$ cat config.mk
export PLATFORM = sky130hd
export DESIGN_NAME = alu_share_arbiter
export DESIGN_NICKNAME = d
export VERILOG_FILES = /design/src/rtl/alu_share_arbiter.sv
export SDC_FILE = /design/constraint.sdc
export NUM_CORES = 1
export LEC_CHECK = 0
export CORE_ASPECT_RATIO = 0.5
export CORE_MARGIN = 10
export CORE_UTILIZATION = 39
export CTS_CLUSTER_SIZE = 40
export DETAILED_ROUTE_END_ITERATION = 7
export PLACE_DENSITY_LB_ADDON = 0.12
export SETUP_SLACK_MARGIN = 0.4
export SLEW_MARGIN = 20
export SYNTH_ARGS = -nofsm -noshare
export SYNTH_HDL_FRONTEND = slang
export SYNTH_SLANG_ARGS = --single-unit
$ cat constraint.sdc
create_clock -name clk -period 1.7 [get_ports clk]
set_input_delay 0.425 -clock clk [delete_from_list [all_inputs] [get_ports clk]]
set_output_delay 0.425 -clock clk [all_outputs]
set_load 0.02 [all_outputs]
$ cat src/rtl/alu_share_arbiter.sv
// Shares the execute-stage ALU between REQ0 (integer ops) and REQ1 (address generation).
// Arbitrates, drives the ALU for one cycle, registers the result and returns it with source and tag.
module alu_share_arbiter #(
    parameter int unsigned W          = 32,
    parameter int unsigned TAG_W      = 4,
    parameter int unsigned FIXED_PRIO = 0,
    parameter int unsigned MAX_WAIT   = 7
) (
    input  logic             clk,
    input  logic             rst_n,
    input  logic             req0_valid,
    output logic             req0_ready,
    input  logic [W-1:0]     req0_data0,
    input  logic [W-1:0]     req0_data1,
    input  logic [2:0]       req0_funct3,
    input  logic             req0_funct1,
    input  logic [TAG_W-1:0] req0_tag,
    input  logic             req1_valid,
    output logic             req1_ready,
    input  logic [W-1:0]     req1_data0,
    input  logic [W-1:0]     req1_data1,
    input  logic [2:0]       req1_funct3,
    input  logic             req1_funct1,
    input  logic [TAG_W-1:0] req1_tag,
    output logic             alu_en,
    output logic [W-1:0]     alu_data0,
    output logic [W-1:0]     alu_data1,
    output logic [2:0]       alu_funct3,
    output logic             alu_funct1,
    input  logic [W-1:0]     alu_result,
    output logic             rsp_valid,
    input  logic             rsp_ready,
    output logic             rsp_src,
    output logic [TAG_W-1:0] rsp_tag,
    output logic [W-1:0]     rsp_result,
    output logic             busy
);

    localparam int unsigned WAIT_W = $clog2(MAX_WAIT + 1);

    typedef enum logic [1:0] {IDLE, EXEC, RESP} state_t;

    state_t              state_q, state_d;
    logic                can_accept_c;
    logic                grant1_c;
    logic                fire_c;
    logic                last_grant_q;
    logic [WAIT_W-1:0]   wait_q;
    logic                op_src_q;
    logic [TAG_W-1:0]    op_tag_q;

    // Grant selection; READY is combinational so a request can be taken in the same cycle
    always_comb begin
        can_accept_c = (state_q == IDLE) || ((state_q == RESP) && rsp_ready);
        grant1_c     = req1_valid;
        if (req0_valid && req1_valid) begin
            if (FIXED_PRIO != 0) begin
                grant1_c = (wait_q == WAIT_W'(MAX_WAIT));
            end else begin
                grant1_c = !last_grant_q;
            end
        end
        req0_ready = rst_n && can_accept_c && req0_valid && !grant1_c;
        req1_ready = rst_n && can_accept_c && req1_valid && grant1_c;
        fire_c     = req0_ready || req1_ready;
    end

    // State register
    always_ff @(posedge clk or negedge rst_n) begin
        if (!rst_n) begin
            state_q <= IDLE;
        end else begin
            state_q <= state_d;
        end
    end

    // Next-state logic: IDLE -> EXEC -> RESP -> (IDLE | EXEC)
    always_comb begin
        state_d = state_q;
        unique case (state_q)
            IDLE:    if (fire_c) state_d = EXEC;
            EXEC:    state_d = RESP;
            RESP:    if (rsp_ready) state_d = fire_c ? EXEC : IDLE;
            default: state_d = IDLE;
        endcase
    end

    // Arbitration history: round-robin pointer and REQ1 starvation counter
    always_ff @(posedge clk or negedge rst_n) begin
        if (!rst_n) begin
            last_grant_q <= 1'b1;
            wait_q       <= '0;
        end else if (fire_c) begin
            last_grant_q <= grant1_c;
            if (grant1_c) begin
                wait_q <= '0;
            end else if (req1_valid && (wait_q != WAIT_W'(MAX_WAIT))) begin
                wait_q <= wait_q + 1'b1;
            end
        end
    end

    // Operand capture into the ALU bus registers, result capture into the response registers
    always_ff @(posedge clk or negedge rst_n) begin
        if (!rst_n) begin
            alu_en     <= 1'b0;
            alu_data0  <= '0;
            alu_data1  <= '0;
            alu_funct3 <= '0;
            alu_funct1 <= 1'b0;
            op_src_q   <= 1'b0;
            op_tag_q   <= '0;
            rsp_valid  <= 1'b0;
            rsp_src    <= 1'b0;
            rsp_tag    <= '0;
            rsp_result <= '0;
            busy       <= 1'b0;
        end else begin
            if (fire_c) begin
                alu_en     <= 1'b1;
                alu_data0  <= grant1_c ? req1_data0  : req0_data0;
                alu_data1  <= grant1_c ? req1_data1  : req0_data1;
                alu_funct3 <= grant1_c ? req1_funct3 : req0_funct3;
                alu_funct1 <= grant1_c ? req1_funct1 : req0_funct1;
                op_tag_q   <= grant1_c ? req1_tag    : req0_tag;
                op_src_q   <= grant1_c;
            end else if (state_q == EXEC) begin
                alu_en     <= 1'b0;
                alu_data0  <= '0;
                alu_data1  <= '0;
                alu_funct3 <= '0;
                alu_funct1 <= 1'b0;
            end

            if (state_q == EXEC) begin
                rsp_valid  <= 1'b1;
                rsp_result <= alu_result;
                rsp_tag    <= op_tag_q;
                rsp_src    <= op_src_q;
            end else if ((state_q == RESP) && rsp_ready) begin
                rsp_valid  <= 1'b0;
                rsp_result <= '0;
                rsp_tag    <= '0;
                rsp_src    <= 1'b0;
            end

            busy <= (state_d != IDLE);
        end
    end

    // Requesters must hold VALID and payload stable until accepted
    a_req0_hold: assert property (@(posedge clk) disable iff (!rst_n)
        (req0_valid && !req0_ready) |=> (req0_valid &&
            $stable({req0_data0, req0_data1, req0_funct3, req0_funct1, req0_tag})));

    a_req1_hold: assert property (@(posedge clk) disable iff (!rst_n)
        (req1_valid && !req1_ready) |=> (req1_valid &&
            $stable({req1_data0, req1_data1, req1_funct3, req1_funct1, req1_tag})));

    a_one_ready: assert property (@(posedge clk) !(req0_ready && req1_ready));

endmodule
Yosys cells after proc, flatten, opt, wreduce, memory -nomap -nowiden
Index checks and enable logic that the tools add are counted.
W data, S select, Z words.
- equality and inequality tests: 2
- muxes and demuxes: 25
- reduce and logical (&&, ||, !) cells: 15
- operators by type and width (kind ; number):
    $mux W32 ; 7
    $mux W4 ; 3
    $mux W1 ; 9
    $mux W3 ; 3
    $logic_and A1 B1 Y1 ; 7
    $pmux W2 S3 ; 1
    $reduce_bool A2 Y1 ; 3
    $mux W2 ; 2
    $eq A2 B1 Y1 const B ; 1
    $eq A2 B2 Y1 const B ; 1
    $logic_not A1 Y1 ; 2
    $logic_not A2 Y1 ; 1
    $logic_or A1 B1 Y1 ; 2
- flip-flop bits (word level): 116
- bits of input ports: 181
- output and inout bits: 110
- logic and storage cells: 56

Longest topological paths before layout
- word-level depth: 11
- gate-level depth with buffers: 6
- gate-level depth less buffers: 3

Worst setup path after synthesis
OpenSTA, ideal clock, no wires.
- kind: register -> output
- from: reg state_q[1]
- to: out req0_ready
- data arrival time: 1585 ps
- slack: -310 ps
- stages on the path, launching flop included: 4
- path buffers: 0
- cells stage by stage: dfrtp_1 > nor2b_2 > nor3b_2 > nor3b_1
- longest elaborated chain between the ends: 6
- RTL lines (what ; line ; source):
    start, declared ; 43 ; state_t state_q, state_d;
    start signal, assigned ; 73 ; state_q <= state_d;
    $eq A2 B2 Y1 ; 54 ; can_accept_c = (state_q == IDLE) || ((state_q == RESP) && rsp_ready);
    $logic_and A1 B1 Y1 ; 54 ;
    $logic_or A1 B1 Y1 * ; 54 ;
    $logic_and A1 B1 Y1 * (3 in series) ; 63 ; req0_ready = rst_n && can_accept_c && req0_valid && !grant1_c;
    end, declared ; 12 ; output logic req0_ready,
Every way passes the cells marked *; elsewhere a longest branch is shown, timed or not.

Final worst setup path
Ends and elaborated chain as after synthesis.

==> results.md <==
- Drt wl/cell: 18.8 um
- Synth top area share: 0.542
- WS Path Type: flip-flop to primary output
- Final hold violations: 0
- Synthesis Warnings: 0
- Final Setup Violations: 77
- Clk_skew: 0.00751 ns
- Layout Cells excl Fill: 979
- Final Power: 13.6 mW
- FF+latch count, synth: 116
- 1st-pass router iterations: 4
- Area after DPL: 8630 um2
- Clock-pin transition on the worst setup and hold timing paths: 0.06 ns
- Share of cells above drive strength 1: 0.311
- CTS tree: built
- Critical Path Sink Type: primary output
- Cell mode on critical path: nor3b_4
- Synth top area cells: dfrtp_1, mux2i_1, a22o_1
- Routed vias: 4699
- Critical-path top delay cell: dfrtp_1
- Worst Hold Class: input pin to async pin
- Initial DRC Count: 195
- Final #Nets: 971
- Outcome: finished with violations
- Number of routed nets with antenna violations: 0
- Area grow syn2layout: 88.4%
- VDD IR max: 0.000951 V
- Clk_lat worst skew: 0.41 ns
- Dpl ws: -0.852 ns
- CP Data Arrival Time: 1.50 ns
- All-Layer GR Usage: 0.187
- Post-synthesis sequential area ratio: 0.547
- Vias in the first global route: 5009
- Placed instance count: 892
- Htree depth: 4
- Fmax: 519 MHz
- Mapped Area: 5310 um2
- DRC viols: 0
- Post-route cell area: 10000 um2
- GPL Wtd Cong: 0.710
- Mean post-synth cell area: 12.6 um2
- Max stage delay on crit path: 0.38 ns
- Clock buffer depth: 2
- Slew Viols, Final: 0
- Power Density: 1360 nW/um2
- Post-synth EDFFs: 0
- Crit share post-route: 1.13
- Distinct cell type count after synthesis: 28
- CP bufs+invs: 1
- Buffers on Ports: 290
- Rows: 30
- Largest net degree at the start of global routing: 66
- Worst-Margin Slew: 0.835 ns
- CP delay by family, top: simple AND/OR/NAND/NOR gates
- Setup ws final: -0.227 ns
- First-pass GRT wire length: 27.3 mm
- Max Cap Viol: 0
- CP startpoint kind: flip-flop
- CP Cell Sequence: nor2b_4 -> nor3b_4 -> nor3b_4 -> buf_6
- Leak pwr: 4.84 nW
- RSZ-0062 raised after global routing: true
- Hpwl dp: 13.4 mm
- Antenna Cells: 0
- Chip Width: 185 um
- Initial Utilization: 0.395
- Via density: 4.80
- Cell accounting for the most synthesized area: dfrtp_1
- Initial antenna violation count: 0
- Core Area: 13400 um2
- WP data required: 1.27 ns
- IO Pins: 291
- Post-synthesis cell count: 422
- Slew headroom: 0.443
- Total die area: 19000 um2
- Post-Route WL: 18.4 mm
- Grt ovf: 0
- TritonCTS Sinks: 116
- Min cycle time layout: 1.93 ns
- DIE HEIGHT: 103 um
- CP Depth: 4
- CTS root buffer: clkbuf_16
- Synth async-reset ratio: 1.00
- Crit-path max FO: 3
- Util after Layout: 0.745
- Reg2Reg Depth: 9
- Failing checks: setup timing
- CTS buffer count: 17
- Ys flop type: dfrtp_1
- Syn nets: 603
[cells in the final DEF (no fill, tap or decap), drive strengths merged]
master / count
inv: 3
clkinvlp: 3
or4b: 1
nor2b: 4
and2: 1
a21o: 1
or2: 1
o32ai: 4
bufinv: 3
clkbuf: 20
dlygate4sd3: 1
clkinv: 5
buf: 200
a21boi: 1
bufbuf: 1
clkdlybuf4s50: 178
a21bo: 1
a22o: 39
nand2b: 2
a2bb2oi: 4
dlygate4sd2: 1
mux2i: 136
a21oi: 3
o21ai: 1
nor4b: 1
dfrtp: 115
dfstp: 1
nand2: 69
nor3b: 2
nor2: 1
[worst min-delay path, stage by stage]
cell   delay (ns)
buf_4        0.11
buf_4        0.13
buf_4        0.52
[cell usage after synthesis, types with 2 or more instances]
library cell	number
a21oi_1	2
o32ai_1	4
mux2i_1	136
a2bb2oi_2	4
nand2_1	69
buf_2	19
buf_6	5
inv_1	2
a22o_1	39
dfrtp_1	115
nand2b_1	2
clkbuf_1	7
nor2b_1	3
[registers in the layout, indices dropped and copies added, names as in the netlist]
signal        flops
rsp_src           1
alu_data1        32
alu_data0        32
rsp_valid         1
rsp_result       32
alu_en            1
rsp_tag           4
busy              1
alu_funct1        1
op_src_q          1
state_q           2
alu_funct3        3
last_grant_q      1
op_tag_q          4
[cells by family (layout without fill, tap and decap cells)]
family,Yosys count,after routing,share of synthesized area
compound gates,54,54,0.0914
buf+inv,34,415,0.0363
flops,116,116,0.547
mux,136,136,0.256
simple gates,82,82,0.0695
[worst paths after layout]
check                           slack [ns]       start       endpoint
min in group clk                      0.50    op_src_q       op_src_q
worst min register to register        0.50    op_src_q       op_src_q
worst max register to register       -0.17  state_q[1]   alu_data1[4]
worst max-delay path                 -0.23  state_q[1]     req0_ready
max in group asynchronous             0.76       rst_n  alu_data1[14]
worst min-delay path                  0.31       rst_n     rsp_tag[2]
[final cells by class]
type	instances	area, um2
flip-flops and latches	116	2900
fillers	923	3430
multi-input cells	272	2280
clock inverters	12	154
clock buffers	20	457
well taps	176	220
inverters	2	7.51
repair buffers	381	3990
[power breakdown]
group | total [mW] | switching [mW] | internal, mW
clock network | 3.68 | 1.29 | 2.38
logic | 5.76 | 2.56 | 3.21
registers | 4.18 | 0.591 | 3.59
total | 13.6 | 4.44 | 9.18
[per-stage QoR]
stage / setup TNS (ns) / hold slack, ns
3_3_place_gp: -28.78 / 0.355
6_report: -7.95 / 0.311
2_1_floorplan: 0 / 0.129
4_1_cts: -9.35 / 0.318
3_5_place_dp: -30.71 / 0.359
5_1_grt: -13.58 / 0.370
[per-layer routing]
layer	track usage	routed length (um)
met1	0.204	7100
met2	0.339	9650
met3	0.0689	1490
met4	0.0490	156
met5	0	0
[what timing repair did]
action                                  in CTS  in global routing
cloned                                       4                  0
endpoints found under the setup margin     224                224
gates resized for setup                    692                  6
setup buffers                               29                 21
hold endpoints to repair                     2                  0
pin swaps                                    4                  3
hold buffers                                 1                  0
Power figures use the tool's default switching activity.
